<file path="src/rtl/gerador_pulsos_botao.sv">
// Programmable burst generator of fixed-width botao pulses for the circuito counter.
// Every output is a flop; next-state and next-output logic live in one always_comb.
module gerador_pulsos_botao #(
  parameter int unsigned LARGURA_N = 4,
  parameter int unsigned T_ALTO    = 1,
  parameter int unsigned T_BAIXO   = 1
) (
  input  logic                 clk,
  input  logic                 reset,
  input  logic                 iniciar,
  input  logic [LARGURA_N-1:0] num_pulsos,
  output logic                 botao,
  output logic                 ocupado,
  output logic                 concluido,
  output logic [LARGURA_N-1:0] pulsos_emitidos
);

  localparam int unsigned T_MAX = (T_ALTO > T_BAIXO) ? T_ALTO : T_BAIXO;
  localparam int unsigned TW    = (T_MAX > 1) ? $clog2(T_MAX) : 1;
  localparam logic [TW-1:0] CARGA_ALTO  = TW'(T_ALTO - 1);
  localparam logic [TW-1:0] CARGA_BAIXO = TW'(T_BAIXO - 1);

  typedef enum logic [1:0] {
    OCIOSO = 2'd0,
    ALTO   = 2'd1,
    BAIXO  = 2'd2
  } estado_t;

  estado_t                estado_q, estado_d;
  logic [LARGURA_N-1:0]   restantes_q, restantes_d;
  logic [TW-1:0]          timer_q, timer_d;
  logic [LARGURA_N-1:0]   pulsos_q, pulsos_d;
  logic                   concluido_q, concluido_d;
  logic                   botao_q, botao_d;
  logic                   ocupado_q, ocupado_d;

  always_comb begin
    estado_d    = estado_q;
    restantes_d = restantes_q;
    timer_d     = timer_q;
    pulsos_d    = pulsos_q;
    concluido_d = 1'b0;

    unique case (estado_q)
      OCIOSO: begin
        if (iniciar) begin
          pulsos_d = '0;
          if (num_pulsos != '0) begin
            restantes_d = num_pulsos;
            estado_d    = ALTO;
            timer_d     = CARGA_ALTO;
            pulsos_d    = LARGURA_N'(1);
          end else begin
            concluido_d = 1'b1;
          end
        end
      end
      ALTO: begin
        if (timer_q == '0) begin
          estado_d    = BAIXO;
          timer_d     = CARGA_BAIXO;
          restantes_d = restantes_q - LARGURA_N'(1);
        end else begin
          timer_d = timer_q - TW'(1);
        end
      end
      BAIXO: begin
        if (timer_q == '0) begin
          if (restantes_q != '0) begin
            estado_d = ALTO;
            timer_d  = CARGA_ALTO;
            pulsos_d = pulsos_q + LARGURA_N'(1);
          end else begin
            estado_d    = OCIOSO;
            concluido_d = 1'b1;
          end
        end else begin
          timer_d = timer_q - TW'(1);
        end
      end
      default: estado_d = OCIOSO;
    endcase

    // Outputs are decoded from the next state so they register alongside it.
    botao_d   = (estado_d == ALTO);
    ocupado_d = (estado_d != OCIOSO);
  end

  always_ff @(posedge clk) begin
    if (reset) begin
      estado_q    <= OCIOSO;
      restantes_q <= '0;
      timer_q     <= '0;
      pulsos_q    <= '0;
      concluido_q <= 1'b0;
      botao_q     <= 1'b0;
      ocupado_q   <= 1'b0;
    end else begin
      estado_q    <= estado_d;
      restantes_q <= restantes_d;
      timer_q     <= timer_d;
      pulsos_q    <= pulsos_d;
      concluido_q <= concluido_d;
      botao_q     <= botao_d;
      ocupado_q   <= ocupado_d;
    end
  end

  assign botao           = botao_q;
  assign ocupado         = ocupado_q;
  assign concluido       = concluido_q;
  assign pulsos_emitidos = pulsos_q;

endmodule

</file>
<file path="config.mk">
export PLATFORM = sky130hd
export DESIGN_NAME = gerador_pulsos_botao
export DESIGN_NICKNAME = d
export VERILOG_FILES = /design/src/rtl/gerador_pulsos_botao.sv
export SDC_FILE = /design/constraint.sdc
export NUM_CORES = 1
export LEC_CHECK = 0
export ABC_CLOCK_PERIOD_IN_PS = 2150
export CAP_MARGIN = 15
export CORE_MARGIN = 4
export CORE_UTILIZATION = 52
export DETAILED_ROUTE_END_ITERATION = 8
export PLACE_DENSITY = 0.8
export SLEW_MARGIN = 20
export SYNTH_ARGS = -nofsm -noshare
export SYNTH_HDL_FRONTEND = slang
export SYNTH_SLANG_ARGS = --single-unit
export TNS_END_PERCENT = 1
</file>
<file path="constraint.sdc">
create_clock -name clk -period 2.15 [get_ports clk]
set_input_delay 0.215 -clock clk [delete_from_list [all_inputs] [get_ports clk]]
set_output_delay 0.215 -clock clk [all_outputs]
set_load 0.01 [all_outputs]
</file>
==> flow_metrics.env <==
export IMPL_skew_ns=0.00187
export IMPL_yosys_area_share_adder_pct=3.52
export IMPL_wl_per_cell_um=14.2
export IMPL_synthToLayoutAreaGrowth_pct=20.6
export IMPL_cts_resized_gates=0
export IMPL_hold_slack_ns=0.480
export IMPL_synth_area_leader_cell="dfxtp_1"
export IMPL_final_area_um2=857
export IMPL_layout_common_cells="dfxtp_1 (13), clkdlybuf4s50_1 (13), nor2_1 (5), nor3_1 (5), a21oi_1 (5)"
export IMPL_die_w_um=45.0
export IMPL_die_area_um2=2020
export IMPL_synthCells=76
export IMPL_reg2reg_from="restantes_q[0]$_SDFFE_PP0P_"
export IMPL_synth_area_um2=711
export IMPL_gp_congestion=0.810
export IMPL_setup_tns_final_ns=0
export IMPL_clk_latency_ns=0.28
export IMPL_rsz0062_at_grt="false"
export IMPL_via_per_inst=6.00
export IMPL_placed_cell_area_um2=831
export IMPL_dp_hpwl_mm=1.09
export IMPL_cts_num_sinks=13
export IMPL_critPathLaunch="restantes_q[0]$_SDFFE_PP0P_"
export IMPL_vias=630
export IMPL_cts_hold_buf=0
export IMPL_grt_pass1_vias=592
export IMPL_synth_compound_area_share_pct=19.5
export IMPL_hold_class="register to register"
export IMPL_die_y_um=45.0
export IMPL_overflow=0
export IMPL_nNetsFinal=100
export IMPL_p_seq_share_pct=49.9
export IMPL_nFillCells=115
export IMPL_portBuffers=13
export IMPL_synth_ff_type="dfxtp_1"
export IMPL_drt_iter0_markers=10
export IMPL_syn_area_per_cell_um2=9.35
export IMPL_yosys_warnings=0
export IMPL_h_tree_depth=1
export IMPL_cp_cell_sequence="inv_1 -> ha_1 -> and4bb_4 -> or3_1 -> o21ai_1 -> o31ai_1"
export IMPL_p_leak_nw=0.303
export IMPL_synth_simple_area_share_pct=28.9
export IMPL_cp_start_kind="register"
export IMPL_cts_root_buf="clkbuf_4"
export IMPL_async_flop_share_pct=0
export IMPL_crit_slowest_cell="or3_1"
export IMPL_ir_drop_mv=0.382
export IMPL_drive_gt1_share_pct=14.4
export IMPL_worstMarginPinSlew_ns=0.631
export IMPL_max_cap_violations=0
export IMPL_slew_violations=0
export IMPL_grt_antenna_before_repair=0
export IMPL_drc_errors=0
export IMPL_grt_pass1_wl_mm=2.53
export IMPL_min_period_ns=1.60
export IMPL_cts_tree="yes"
export IMPL_path_max_fanout=5
export IMPL_max_freq_ghz=0.626
export IMPL_power_density_nw_per_um2=658
export IMPL_crit_arrival_ns=1.76
export IMPL_power_frac_clock_pct=28.0
export IMPL_hp_start="restantes_q[0]$_SDFFE_PP0P_"
export IMPL_start_util_pct=54.6
export IMPL_total_power_w=0.000564
export IMPL_diodes=0
export IMPL_dp_cells=101
export IMPL_yosysUniqueCellTypes=36
export IMPL_synth_top_cell_area_share_pct=36.6
export IMPL_multiInputGateArea_um2=407
export IMPL_synth_seq_cells=13
export IMPL_fin_cells=105
export IMPL_grt_max_degree=16
export IMPL_fin_crit_sh_pct=74.3
export IMPL_slew_headroom_pct=57.6
export IMPL_switchingPower_w=0.000169
export IMPL_end_kind="register"
export IMPL_status="finished clean"
export IMPL_comb_power_share_pct=22.1
export IMPL_clk_path_buf_depth=2
export IMPL_intPower_w=0.000395
export IMPL_sw_frac_of_total_pct=29.9
export IMPL_synth_mux_area_share_pct=1.58
export IMPL_wl_mm=1.49
export IMPL_synth_area_leaders="dfxtp_1 (37%), o31ai_1 (4.2%), a21oi_1 (3.5%)"
export IMPL_synth_top_family_by_area="simple AND/OR/NAND/NOR gates"
export IMPL_ios=14
export IMPL_postRouteAntennaNets=0
export IMPL_post_cts_repair_setup_buffers=0
export IMPL_crit_type="register to register"
export IMPL_setup_violations=0
export IMPL_synthXorXnorAreaFrac_pct=3.70
export IMPL_cp_required_ns=2.31
export IMPL_syn_nets=85
export IMPL_seq_area_frac_synth_pct=36.6
export IMPL_core_region_area_um2=1300
export IMPL_dr_pass1_iters=4
export IMPL_rows=13
export IMPL_grt_use_total_pct=17.9
export IMPL_cts_made_buffers=3
export IMPL_seq_area_um2=260
export IMPL_critPathMaxStageDelay_ns=0.37
export IMPL_hold_violations=0
export IMPL_path_clk_slew_ns=0.08
export IMPL_synth_enable_flop_cells=0
## Yosys cell counts, drive strengths merged, types with 2 or more instances
cell type and count:
o21ai 5, xnor2 2, inv 4, nand3 2, nand2 4, dfxtp 13
nor2 5, a211oi 3, ha 2, nor4 2, nor2b 3, buf 2
o31ai 4, or3 2, nor3 5, a21oi 5
## through the flow
| stage | utilization (%) | setup WS, ns |
|---|---|---|
| 5_1_grt | 65.9 | 0.406 |
| 3_5_place_dp | 63.8 | 0.411 |
| 2_1_floorplan | - | 0.666 |
| 6_report | 65.9 | 0.553 |
| 3_3_place_gp | 63.8 | 0.395 |
| 4_1_cts | 65.9 | 0.558 |
## routing by layer
metal,track usage (%),share of wire (%)
met1,20.0,43
met5,0,0
met4,10.5,2.4
met3,5.98,5.0
met2,29.4,49
## kinds of logic after synthesis
family                   after synthesis
AND/OR/NAND/NOR                       30
AO/OA/AOI/OAI                         20
flip-flops                            13
buffers and inverters                  7
XOR/XNOR                               3
adder cells (fa/ha/maj)                2
multiplexers                           1
## state kept, by name, summed over array words and instances, names as in the netlist
signal / count
botao: 1
concluido: 1
estado_q: 2
ocupado: 1
pulsos_emitidos: 4
restantes_q: 4
## worst max-delay path: cells and delay by family, from the launching register on
kind	cells	cell delay (ns)
buf+inv	1	0.07
flops	1	0.35
compound gates	2	0.22
fa+ha+maj	1	0.23
simple gates	2	0.61
## path summary, 6_finish.rpt
path	cells past startpoint	endpoint	slack (ns)
max	6	pulsos_emitidos[0]$_SDFFE_PP0P_	0.55
min	1	restantes_q[0]$_SDFFE_PP0P_	0.48
max reg2reg	6	pulsos_emitidos[0]$_SDFFE_PP0P_	0.55
min reg2reg	1	restantes_q[0]$_SDFFE_PP0P_	0.48
## power groups by stage
stage                     clock network, W  logic [W]  registers [W]
after floorplan                          0  0.0000868       0.000281
after global placement                   0   0.000120       0.000286
after detailed placement                 0   0.000124       0.000287
after CTS                         0.000160   0.000125       0.000281
after global routing              0.000174   0.000139       0.000285
final                             0.000158   0.000124       0.000282
## area by class of cell
class,count,area share (%)
multi-input cells,56,47.4
well taps,15,2.19
clock buffers,4,3.07
inverters,4,1.75
repair buffers,13,15.2
flip-flops and latches,13,30.4
(Power assumes the default switching activity.)
